## config.mk

```make
export PLATFORM = sky130hd
export DESIGN_NAME = wr_slot_tracker
export DESIGN_NICKNAME = d
export VERILOG_FILES = /design/src/rtl/wr_slot_tracker.sv
export SDC_FILE = /design/constraint.sdc
export NUM_CORES = 1
export LEC_CHECK = 0
export ABC_CLOCK_PERIOD_IN_PS = 3100
export CORE_UTILIZATION = 39
export CTS_BUF_LIST = sky130_fd_sc_hd__clkbuf_8
export CTS_CLUSTER_DIAMETER = 40
export CTS_CLUSTER_SIZE = 16
export DETAILED_ROUTE_END_ITERATION = 6
export PLACE_DENSITY = 0.67
export RECOVER_POWER = 100
export SYNTH_ARGS = -nofsm -noshare
export SYNTH_HDL_FRONTEND = slang
export SYNTH_SLANG_ARGS = --single-unit
```

## constraint.sdc

```tcl
create_clock -name clk_i -period 3.1 [get_ports clk_i]
set_input_delay 0.31 -clock clk_i [delete_from_list [all_inputs] [get_ports clk_i]]
set_output_delay 0.31 -clock clk_i [all_outputs]
set_load 0.01 [all_outputs]
```

## src/rtl/wr_slot_tracker.sv

```systemverilog
// wr_slot_tracker: tracks one outstanding AXI write slot.
// The slot is allocated on an AW handshake and follows the transaction through the W-data
// phase and then the B-response phase. Each phase has its own cycle budget. The slot raises
// a sticky timeout tagged with the phase, or a beat-count protocol error. It frees itself on
// the matching B handshake.
//
// Ports:
//   clk_i, rst_i                 clock, synchronous active-high reset
//   alloc_i                      AW handshake assigned to this slot
//   aw_id_i, aw_len_i            AWID / AWLEN, latched on alloc
//   w_budget_i, b_budget_i       per-phase cycle budgets, latched on alloc
//   w_valid_i/w_ready_i/w_last_i W channel; w_head_i marks this slot oldest in W order
//   b_valid_i/b_ready_i/b_id_i   B channel; b_head_i marks this slot oldest for its ID
//   clear_i                      release a slot that has timed out
//   busy_o, state_o, id_o, timer_o, timeout_o, timeout_phase_o, proto_err_o,
//   alloc_err_o, done_o          registered status outputs
module wr_slot_tracker #(
  parameter int unsigned CntWidth = 8,
  parameter int unsigned IdWidth  = 4,
  parameter int unsigned LenWidth = 8
) (
  input  logic                clk_i,
  input  logic                rst_i,
  input  logic                alloc_i,
  input  logic [IdWidth-1:0]  aw_id_i,
  input  logic [LenWidth-1:0] aw_len_i,
  input  logic [CntWidth-1:0] w_budget_i,
  input  logic [CntWidth-1:0] b_budget_i,
  input  logic                w_valid_i,
  input  logic                w_ready_i,
  input  logic                w_last_i,
  input  logic                w_head_i,
  input  logic                b_valid_i,
  input  logic                b_ready_i,
  input  logic [IdWidth-1:0]  b_id_i,
  input  logic                b_head_i,
  input  logic                clear_i,
  output logic                busy_o,
  output logic [1:0]          state_o,
  output logic [IdWidth-1:0]  id_o,
  output logic [CntWidth-1:0] timer_o,
  output logic                timeout_o,
  output logic                timeout_phase_o,
  output logic                proto_err_o,
  output logic                alloc_err_o,
  output logic                done_o
);

  typedef enum logic [1:0] {
    StFree    = 2'd0,
    StWData   = 2'd1,
    StWResp   = 2'd2,
    StTimeout = 2'd3
  } state_e;

  // One extra bit so an over-long burst is still counted past len.
  localparam int unsigned BeatWidth = LenWidth + 1;

  state_e                state_q, state_d;
  logic [IdWidth-1:0]    id_q, id_d;
  logic [LenWidth-1:0]   len_q, len_d;
  logic [CntWidth-1:0]   b_budget_q, b_budget_d;
  logic [CntWidth-1:0]   timer_q, timer_d;
  logic [BeatWidth-1:0]  beats_q, beats_d;
  logic                  proto_err_q, proto_err_d;
  logic                  phase_q, phase_d;
  logic                  alloc_err_q, alloc_err_d;
  logic                  done_q, done_d;

  logic w_hs, b_hs;
  logic timer_zero, beats_at_len, beats_sat;

  assign w_hs         = w_valid_i & w_ready_i & w_head_i;
  assign b_hs         = b_valid_i & b_ready_i & b_head_i & (b_id_i == id_q);
  assign timer_zero   = (timer_q == '0);
  assign beats_at_len = (beats_q == {1'b0, len_q});
  assign beats_sat    = (beats_q == {BeatWidth{1'b1}});

  always_comb begin
    state_d     = state_q;
    id_d        = id_q;
    len_d       = len_q;
    b_budget_d  = b_budget_q;
    timer_d     = timer_q;
    beats_d     = beats_q;
    proto_err_d = proto_err_q;
    phase_d     = phase_q;
    // Any alloc outside FREE is rejected, including one that coincides with clear_i.
    alloc_err_d = alloc_i & (state_q != StFree);
    done_d      = 1'b0;

    unique case (state_q)
      StFree: begin
        if (alloc_i) begin
          id_d        = aw_id_i;
          len_d       = aw_len_i;
          b_budget_d  = b_budget_i;
          timer_d     = w_budget_i;
          beats_d     = '0;
          proto_err_d = 1'b0;
          state_d     = StWData;
        end
      end
      StWData: begin
        if (w_hs && w_last_i) begin
          if (!beats_at_len) proto_err_d = 1'b1;
          timer_d = b_budget_q;
          state_d = StWResp;
        end else if (w_hs) begin
          if (!beats_sat) beats_d = beats_q + BeatWidth'(1);
          if (beats_at_len) proto_err_d = 1'b1;
          // A beat never refills the timer; at zero it simply parks until the next idle cycle.
          if (!timer_zero) timer_d = timer_q - CntWidth'(1);
        end else if (timer_zero) begin
          state_d = StTimeout;
          phase_d = 1'b0;
        end else begin
          timer_d = timer_q - CntWidth'(1);
        end
      end
      StWResp: begin
        if (b_hs) begin
          state_d = StFree;
          done_d  = 1'b1;
        end else if (timer_zero) begin
          state_d = StTimeout;
          phase_d = 1'b1;
        end else begin
          timer_d = timer_q - CntWidth'(1);
        end
      end
      StTimeout: begin
        if (clear_i) state_d = StFree;
      end
      default: state_d = StFree;
    endcase
  end

  always_ff @(posedge clk_i) begin
    if (rst_i) begin
      state_q     <= StFree;
      id_q        <= '0;
      len_q       <= '0;
      b_budget_q  <= '0;
      timer_q     <= '0;
      beats_q     <= '0;
      proto_err_q <= 1'b0;
      phase_q     <= 1'b0;
      alloc_err_q <= 1'b0;
      done_q      <= 1'b0;
    end else begin
      state_q     <= state_d;
      id_q        <= id_d;
      len_q       <= len_d;
      b_budget_q  <= b_budget_d;
      timer_q     <= timer_d;
      beats_q     <= beats_d;
      proto_err_q <= proto_err_d;
      phase_q     <= phase_d;
      alloc_err_q <= alloc_err_d;
      done_q      <= done_d;
    end
  end

  assign busy_o          = (state_q != StFree);
  assign state_o         = state_q;
  assign id_o            = id_q;
  assign timer_o         = timer_q;
  assign timeout_o       = (state_q == StTimeout);
  assign timeout_phase_o = phase_q;
  assign proto_err_o     = proto_err_q;
  assign alloc_err_o     = alloc_err_q;
  assign done_o          = done_q;

endmodule

```

==> results by group, run 1 <==
Timing
  • Hold_ws: 0.458 ns
  • Relative slew slack: 0.324
  • Unrepaired setup endpoints after global routing: no
  • Final period util: 0.810
  • Tmin final: approximately 2.5 ns
  • Slew at the pin closest to its max-slew limit: 1.01 ns
  • Setup violators final: 0
  • Max Clock Freq: approximately 0.4 GHz
  • Hold Fails Final Rpt: 0
  • Setup tns final: 0 ns
  • Final Max Slew Viols: 0
  • Setup Skew: about 0.0087 ns

Clock tree
  • Post-cts hold buffer count: 0
  • Max Buffers Root-to-Sink: 2
  • CTS tree: done
  • Clk_lat worst skew: 0.30 ns
  • Root buffer cell: clkbuf_8
  • CTS sink cnt: 43
  • Post-CTS Repair Setup Buffers: 0
  • Clk slew on worst S/H paths: about 0.090 ns
  • H-tree Lvls: 2
  • Post-cts sizing count: 0
  • TritonCTS buffer count: 5

Layout
  • Fraction of layout cells with a size suffix above 1: 0.0687
  • # nets final: 386
  • Fillers: 570
  • Area Growth Syn to Fin: 32.1%
  • Final core utilization: 0.544
  • Antenna diodes: 0

Detailed routing
  • Routed WL: 5580 um
  • Total number of vias: 2,125
  • TritonRoute pass-1 iters: 4
  • Drt drc: 0
  • First DRT Iteration DRCs: 72
  • Final ANT Viol Nets: 0
  • Post-DR wirelength/cell: between 10 and 15 um
  • Vias per std cell: 5.22

Worst setup path
  • WS Path Type: reg2reg
  • Crit-path max FO: 11
  • CP bufs+invs: 1
  • Element type at the critical path end: flip-flop
  • Data required time of the worst path: 3.25 ns
  • CP peak stage delay: 0.50 ns
  • CP Launch Type: flip-flop
  • Crit path DAT: 2.66 ns
  • Crit path max-delay family: simple AND/OR/NAND/NOR gates
  • Slowest CP cell: o32a_1
  • Critical Path, Cell by Cell: inv_1, ha_1, nand4_1, o32a_1, nor4_1, xnor2_1, nor2_1

Floorplan
  • Row cnt: 27
  • Die Y: 79.0 um
  • Effective utilization at floorplan: 0.412
  • Die width: 79.0 um
  • Die ar.: 0.00623 mm^2
  • Core area: around 0.0056 mm^2
  • Top Ports: 63

Logic synthesis
  • Post-synthesis sequential area ratio: 0.373
  • Mean Syn Cell Area: 8.46 um^2
  • FF+latch count, synth: 43
  • Number of synthesized flops with an enable pin: 0
  • Top-area cell type share of the netlist area: 0.373
  • Top post-synthesis cells by area: dfxtp_1, nand2_1, xnor2_1
  • Syn Nets: 325
  • Cell taking the most area after synthesis: dfxtp_1
  • Top_reg_cell synth: dfxtp_1
  • Synth cell types: 40
  • Yosys warns: 0
  • FFs w/ async S/R, synth: 0
  • Most common cell in the synthesized netlist: nand2_1
  • Post-Syn Instances: 273
  • Post-Syn Area: between 0.002 and 0.0025 mm^2
  • Synth cell count leaders: nand2_1, dfxtp_1, a21oi_1

Global routing
  • GRT overflow: 0
  • Initial antenna violation count: 0
  • First-pass GRT wire length: 9270 um
  • Largest net degree at the start of global routing: 21
  • Vias in the first global route: 2,093
  • Gr usage total: 0.190

Power
  • Leak: around 1.1 nW
  • VDD IR max: 346 uV
  • Power per cell area: roughly 770 mW/mm^2

Place
  • Placer Congestion: 0.797
  • Post-DP HPWL: 4190 um
  • IO Port Bufs: 62

Run
  • Max cap viols: 0

Run status
  • Run status: finished, final reports clean

Min path
  • Worst Hold Class: reg2reg
metal layers:
layer / track usage / wire length, um / part of all wire
met2: 0.321 / 2580 / 0.46
met1: 0.234 / 2530 / 0.45
met3: 0.0391 / 345 / 0.062
met4: 0.0782 / 118 / 0.021
met5: 0 / 0 / 0
flip-flops by register name, indices dropped and copies added, names as in the netlist:
name             count
b_budget_q           8
len_q                8
timer_o              8
id_o                 4
done_o               1
timeout_phase_o      1
state_o              2
proto_err_o          1
alloc_err_o          1
beats_q              9
cell usage in the layout (no fill, tap or decap), types with 2 or more instances in the layout:
master / n
a21oi_1: 27
a32o_1: 8
buf_4: 2
clkbuf_8: 6
clkdlybuf4s50_1: 41
dfxtp_1: 43
dlygate4sd3_1: 21
ha_1: 9
inv_1: 10
mux2i_1: 3
nand2_1: 59
nand2b_1: 4
nand3_1: 6
nand4_1: 6
nor2_1: 16
nor3_1: 2
nor4_1: 5
nor4_2: 3
nor4b_1: 2
o211ai_1: 9
o21ai_1: 3
o221a_1: 2
o31a_1: 2
or2_2: 8
or3_1: 3
xnor2_1: 18
xor2_1: 3
worst paths after layout:
path	start	end	slack, ns	cells after the start
worst min-delay path	b_budget_q[4]	b_budget_q[4]	0.46	2
worst max register to register	state_o[1]	beats_q[7]	0.59	7
worst min register to register	b_budget_q[4]	b_budget_q[4]	0.46	2
worst max-delay path	state_o[1]	beats_q[7]	0.59	7
where the power goes:
part / internal, mW / switching (mW) / total [mW]
Combinational: 0.527 / 0.581 / 1.11
Clock: 0.261 / 0.190 / 0.450
Sequential: 0.656 / 0.120 / 0.776
area by class of cell:
cell class	instances	area (um^2)	share of cell area
clock inverters	2	35.0	0.0115
well taps	72	90.1	0.0295
flip-flops and latches	43	861	0.282
multi-input cells	210	1310	0.429
clock buffers	6	82.6	0.0271
repair buffers	64	636	0.208
inverters	10	37.5	0.0123
logic make-up (layout without fill, tap and decap cells):
| logic type | count (synthesis) | after routing | share of synthesized area |
|---|---|---|---|
| and+or+nand+nor | 119 | 119 | 0.272 |
| xor gates and xnor gates | 21 | 21 | 0.0796 |
| AOI/OAI and AO/OA | 57 | 57 | 0.172 |
| muxes | 4 | 4 | 0.0179 |
| buffers and inverters | 20 | 82 | 0.0374 |
| DFF | 43 | 43 | 0.373 |
| adders and majority gates | 9 | 9 | 0.0488 |
stage by stage:
| stage | power, mW | cells | setup WS (ns) | cell area, um^2 |
|---|---|---|---|---|
| CTS | 2.44 | 407 | 0.792 | 3100 |
| finish | 2.33 | 407 | 0.589 | 3050 |
| floorplan | 1.62 | 273 | 1.16 | 2310 |
| detailed placement | 1.98 | 399 | 0.880 | 2990 |
| global route | 2.50 | 407 | 0.396 | 3050 |
| global placement | 1.97 | 399 | 0.898 | 2990 |
worst register-to-register path: stages (launching register included):
cell	delay (ns)
dfxtp_1	0.35
inv_1	0.13
ha_1	0.38
nand4_1	0.31
o32a_1	0.50
nor4_1	0.45
xnor2_1	0.19
nor2_1	0.06
No activity file was read; power rests on OpenSTA's default activity.
==> run 2: changes to the inputs <==
Settings changed: ABC_CLOCK_PERIOD_IN_PS 3100 to 2400.
Clock period 3.1 ns to 2.4 ns, I/O delays scaled along.
==> run 2 against run 1 <==
Setup slack got worse by 0.34 ns. Critical path depth increased by 1. Clock power increased by 10%. Critical path type unchanged. Via count decreased by 1.6%. Flip-flop and latch count unchanged. Global-route usage decreased by 0.56 points.
==> results by group, run 2 (synthesis gave the netlist of run 1 again) <==
Global routing
  • Met3 Track Usage GR: 0.0437
  • Largest net degree at the start of global routing: 24
  • Grt met1 use: 0.252
  • Routing usage on met2: 0.290
  • Gr usage total: 0.184
  • First-pass GRT wire length: 9070 um
  • Vias in the first global route: roughly 1,900
  • Initial antenna violation count: 0
  • Layer with the highest usage: met2
  • GRT overflow: 0

Timing
  • Relative slew slack: 0.430
  • Tmin final: 2.15 ns
  • Hold Fails Final Rpt: 0
  • Hold_ws: 0.461 ns
  • Max Clock Freq: 0.465 GHz
  • Final WS setup: 0.250 ns
  • Setup tns final: 0 ns
  • Setup Skew: 0.00642 ns
  • Slew at the pin closest to its max-slew limit: 0.855 ns
  • Setup violators final: 0
  • Final period util: 0.896
  • Unrepaired setup endpoints after global routing: no
  • Final Max Slew Viols: 0

Layout
  • Largest register by flop count: beats_q
  • Antenna diodes: 0
  • Final core utilization: 0.549
  • Fillers: around 560
  • Multi-input gate area: 0.00133 mm^2
  • Commonest non-fill, non-tap cell in the layout: nand2_1
  • Fraction of layout cells with a size suffix above 1: 0.0824
  • # nets final: ~390
  • Register area: 861 um^2
  • Final Instance Area: ~0.0031 mm^2
  • Largest register FFs: 9
  • Area Growth Syn to Fin: 33.3%
  • Finished Layout Cells: 412
  • Most frequent cells in the layout: nand2_1, dfxtp_1, clkdlybuf4s50_1

Place
  • IO Port Bufs: 62
  • Placed cell count: 404
  • Cell area after placement: a little over 0.003 mm^2
  • Post-DP HPWL: roughly 4000 um
  • Placer Congestion: around 0.89
  • Dpl ws: 0.322 ns

Clock tree
  • Post-CTS Repair Setup Buffers: 0
  • Clk slew on worst S/H paths: 0.09 ns
  • Post-cts hold buffer count: 0
  • Clk_lat worst skew: 0.29 ns
  • Post-cts sizing count: 0
  • Root buffer cell: clkbuf_8
  • Max Buffers Root-to-Sink: 2
  • CTS tree: done
  • CTS sink cnt: 43
  • TritonCTS buffer count: 5
  • H-tree Lvls: 2

Worst setup path
  • Reg2reg start: beats_q[2]
  • CP Launch Type: flip-flop
  • WS Path Type: reg2reg
  • Critical Path, Cell by Cell: and4_1, nand2_1, nor2_1, ha_1, o32a_1, nor4b_1, xnor2_1, nor2_1
  • Critical path destination: beats_q[3]
  • Reg2reg setup slack: between 0.2 and 0.3 ns
  • Crit-path max FO: 11
  • Depth of the most critical reg-to-reg path: 8
  • Reg-to-reg endpoint: beats_q[3]
  • Crit path DAT: between 2 and 2.5 ns
  • Data required time of the worst path: 2.56 ns
  • Slowest CP cell: o32a_1
  • CP peak stage delay: 0.46 ns
  • CP Launch Point: beats_q[2]
  • Element type at the critical path end: flip-flop
  • Most common cell on crit path: nor2_1

Power
  • VDD IR max: 420 uV
  • Clock share of power: 0.167
  • Leak: 1.15 nW
  • NetSw: 1.19 mW
  • Flop pwr share: 0.337
  • Sw Share: 0.398
  • Pwr Total: ~3.0 mW
  • Power per cell area: between 900 and 1000 mW/mm^2
  • Pint: 1.79 mW
  • Combinational share of power: 0.496

Detailed routing
  • First DRT Iteration DRCs: 64
  • Final ANT Viol Nets: 0
  • Total number of vias: between 2,000 and 2,500
  • Drt drc: 0
  • Post-DR wirelength/cell: roughly 13 um
  • TritonRoute pass-1 iters: 5
  • Vias per std cell: 5.08
  • Routed WL: 5550 um

Floorplan
  • Die ar.: 0.00623 mm^2
  • Effective utilization at floorplan: 0.412
  • Die Y: approximately 80 um
  • Die width: 79.0 um
  • Top Ports: 63
  • Row cnt: 27
  • Core area: 0.00561 mm^2

Run status
  • Run status: finished, final reports clean

Min path
  • Min-delay src: b_budget_q[3]
  • Worst Hold Class: reg2reg

Run
  • Max cap viols: 0
-- run 2: cell types whose count changed in the layout (fill, tap and decap cells not counted) --
cell             before  now
and2_0                1    0
and2_1                0    1
buf_4                 2    5
bufinv_16             1    0
clkbuf_1              0    2
clkdlybuf4s50_1      41   42
dlygate4sd3_1        21   20
inv_6                 0    1
nand4_1               6    5
nand4_4               0    1
o211ai_1              9    8
o211ai_2              1    2
-- run 2: power by group through the flow --
stage	Clock (mW)	Sequential (mW)	Combinational, mW
after floorplan	0	1.04	1.05
final	0.496	1.00	1.48
after global placement	0	1.03	1.55
after detailed placement	0	1.03	1.56
after global routing	0.540	1.02	1.64
after CTS	0.507	1.02	1.57
-- run 2: how the worst min path moves through the flow --
| stage | end | cells after the start | slack [ns] |
|---|---|---|---|
| after floorplan | b_budget_q[0] | 2 | 0.38 |
| after global placement | b_budget_q[0] | 2 | 0.44 |
| after detailed placement | b_budget_q[2] | 2 | 0.45 |
| after CTS | b_budget_q[2] | 2 | 0.46 |
| after global routing | b_budget_q[5] | 2 | 0.47 |
| final | b_budget_q[3] | 2 | 0.46 |
-- run 2: per-layer routing --
metal	vias up	routed length, um
li1	1094	-
met1	939	2830
met2	57	2400
met3	2	285
met4	0	35
met5	-	0
-- run 2: layout make-up --
class | instances | area share
multi-input combinational | 210 | 0.432
clock inverter | 2 | 0.00447
sequential | 43 | 0.280
timing repair buffer | 69 | 0.216
tap | 72 | 0.0293
clock buffer | 6 | 0.0268
inverter | 10 | 0.0122
-- run 2: worst max-delay path: cells and delay by family (launching register included) --
family | cells | cell delay (ns)
fa+ha+maj | 1 | 0.18
simple gates | 5 | 0.84
compound gates | 1 | 0.46
flops | 1 | 0.38
xor+xnor | 1 | 0.16
==> run 3: changes to the inputs <==
Settings changed: GPL_TIMING_DRIVEN from default to 0, PLACE_DENSITY 0.67 to 0.74.
==> run 3 against run 2 <==
Via count is 3.6% higher. Design area rose by 0.24%. Critical endpoint is now beats_q[5]. Die area unchanged. Total power up 2.6%. Register-to-register slack barely moved. Combinational power is 3% higher. Hold slack got worse by 0.15 ns. Sequential share of layout area down 0.068 points. Fmax down 0.12%. Largest power group unchanged.
==> results by group, run 3 (synthesis gave the netlist of run 1 again) <==
Run status
  • Run status: finished, final reports clean

Floorplan
  • Die Y: 79.0 um
  • Row cnt: 27
  • Die ar.: between 0.006 and 0.007 mm^2
  • Core area: ~0.0056 mm^2
  • Top Ports: 63
  • Effective utilization at floorplan: 0.412
  • Die width: just under 80 um

Worst setup path
  • Element type at the critical path end: flip-flop
  • Crit path DAT: 2.31 ns
  • Crit-path max FO: 10
  • Critical Path, Cell by Cell: and4_1, nand2_1, nor2_1, ha_1, o32a_1, buf_6, nor4_1, xnor2_1, nor2_1
  • Data required time of the worst path: between 2 and 3 ns
  • WS Path Type: reg2reg
  • CP Launch Type: flip-flop
  • CP peak stage delay: 0.38 ns
  • Most common cell on crit path: nor2_1
  • Slowest CP cell: dfxtp_1
  • Depth of the most critical reg-to-reg path: 9

Power
  • Pint: 1.83 mW
  • Sw Share: 0.401
  • Flop pwr share: 0.328
  • VDD IR max: 421 uV
  • NetSw: 1.22 mW
  • Leak: ~1.1 nW
  • Combinational share of power: 0.502
  • Power per cell area: 990 mW/mm^2
  • Clock share of power: 0.170

Layout
  • Antenna diodes: 0
  • Fraction of layout cells with a size suffix above 1: 0.0760
  • Largest register by flop count: beats_q
  • Final core utilization: 0.550
  • Fillers: 537
  • # nets final: between 300 and 400
  • Area Growth Syn to Fin: 33.6%
  • Finished Layout Cells: 414
  • Commonest non-fill, non-tap cell in the layout: nand2_1
  • Final Instance Area: slightly above 0.003 mm^2
  • Largest register FFs: 9
  • Most frequent cells in the layout: nand2_1, dfxtp_1, clkdlybuf4s50_1

Timing
  • Final Max Slew Viols: 0
  • Hold_ws: 0.313 ns
  • Slew at the pin closest to its max-slew limit: ~0.8 ns
  • Final period util: 0.897
  • Tmin final: roughly 2.2 ns
  • Relative slew slack: 0.459
  • Setup Skew: 0.00810 ns
  • Unrepaired setup endpoints after global routing: no
  • Setup violators final: 0
  • Max Clock Freq: 0.465 GHz
  • Hold Fails Final Rpt: 0
  • Setup tns final: 0 ns

Clock tree
  • Clk_lat worst skew: 0.30 ns
  • Clk slew on worst S/H paths: 0.09 ns
  • Post-cts sizing count: 0
  • TritonCTS buffer count: 5
  • CTS sink cnt: 43
  • Root buffer cell: clkbuf_8
  • CTS tree: done
  • Max Buffers Root-to-Sink: 2
  • Post-cts hold buffer count: 0
  • H-tree Lvls: 2
  • Post-CTS Repair Setup Buffers: 0

Global routing
  • Largest net degree at the start of global routing: 14
  • Initial antenna violation count: 0
  • Vias in the first global route: approximately 2,000
  • Gr usage total: 0.191
  • GRT overflow: 0
  • First-pass GRT wire length: 9230 um

Detailed routing
  • Post-DR wirelength/cell: 13.7 um
  • Final ANT Viol Nets: 0
  • TritonRoute pass-1 iters: 4
  • Drt drc: 0
  • Vias per std cell: 5.24
  • Routed WL: 5690 um
  • First DRT Iteration DRCs: 74
  • Total number of vias: about 2,200

Place
  • Placer Congestion: 0.832
  • Placed cell count: slightly above 400
  • Post-DP HPWL: 4310 um
  • Cell area after placement: 0.00301 mm^2
  • IO Port Bufs: 61

Min path
  • Hold Path Depth: 2
  • Worst Hold Class: in2reg

Run
  • Max cap viols: 0
-- run 3: cell count changes in the layout (fill, tap and decap cells not counted), sizes merged --
cell,delta
clkbuf,+6
buf,-2
clkdlybuf4s50,-1
clkinv,-1
clkinvlp,+1
inv,-1
-- run 3: routing by layer --
metal | global-route usage | vias up | part of all wire
met4 | 0.0545 | 0 | 0.013
met1 | 0.234 | 1012 | 0.45
met3 | 0.0517 | 5 | 0.056
met5 | 0 | - | 0
li1 | - | 1093 | -
met2 | 0.327 | 58 | 0.48
-- run 3: power groups by stage --
stage / Clock (mW) / Combinational, mW / Sequential, mW
after global placement: 0 / 1.56 / 1.03
final: 0.519 / 1.53 / 1.00
after detailed placement: 0 / 1.58 / 1.03
after CTS: 0.530 / 1.61 / 1.01
after global routing: 0.563 / 1.67 / 1.03
after floorplan: 0 / 1.05 / 1.04
-- run 3: cell type report --
class	count	area, um^2	share of cell area
plain buffers	10	48.8	0.0158
clock buffers	7	96.3	0.0312
clock inverters	1	7.51	0.00243
inverters	10	37.5	0.0122
multi-input cells	210	1340	0.433
flip-flops and latches	43	861	0.279
well taps	72	90.1	0.0292
repair buffers	61	611	0.198
-- run 3: path summary, 6_finish.rpt --
path	start	end	slack (ns)
min reg2reg	proto_err_o	proto_err_o	0.46
min	rst_i	b_budget_q[7]	0.31
max reg2reg	beats_q[2]	beats_q[5]	0.25
max	beats_q[2]	beats_q[5]	0.25
-- run 3: through the flow --
stage | total power, mW | setup WS (ns)
2_1_floorplan | 2.09 | 0.464
3_3_place_gp | 2.58 | 0.283
3_5_place_dp | 2.61 | 0.283
4_1_cts | 3.15 | 0.281
5_1_grt | 3.26 | 0.0756
6_report | 3.05 | 0.248
-- run 3: worst max-delay path, delay by kind of cell, from the launching register on --
kind                       cells  cell delay (ns)
AOI/OAI and AO/OA              1             0.35
buffers and inverters          1             0.15
and+or+nand+nor                5             0.77
xor gates and xnor gates       1             0.17
DFF                            1             0.38
adders and majority gates      1             0.18
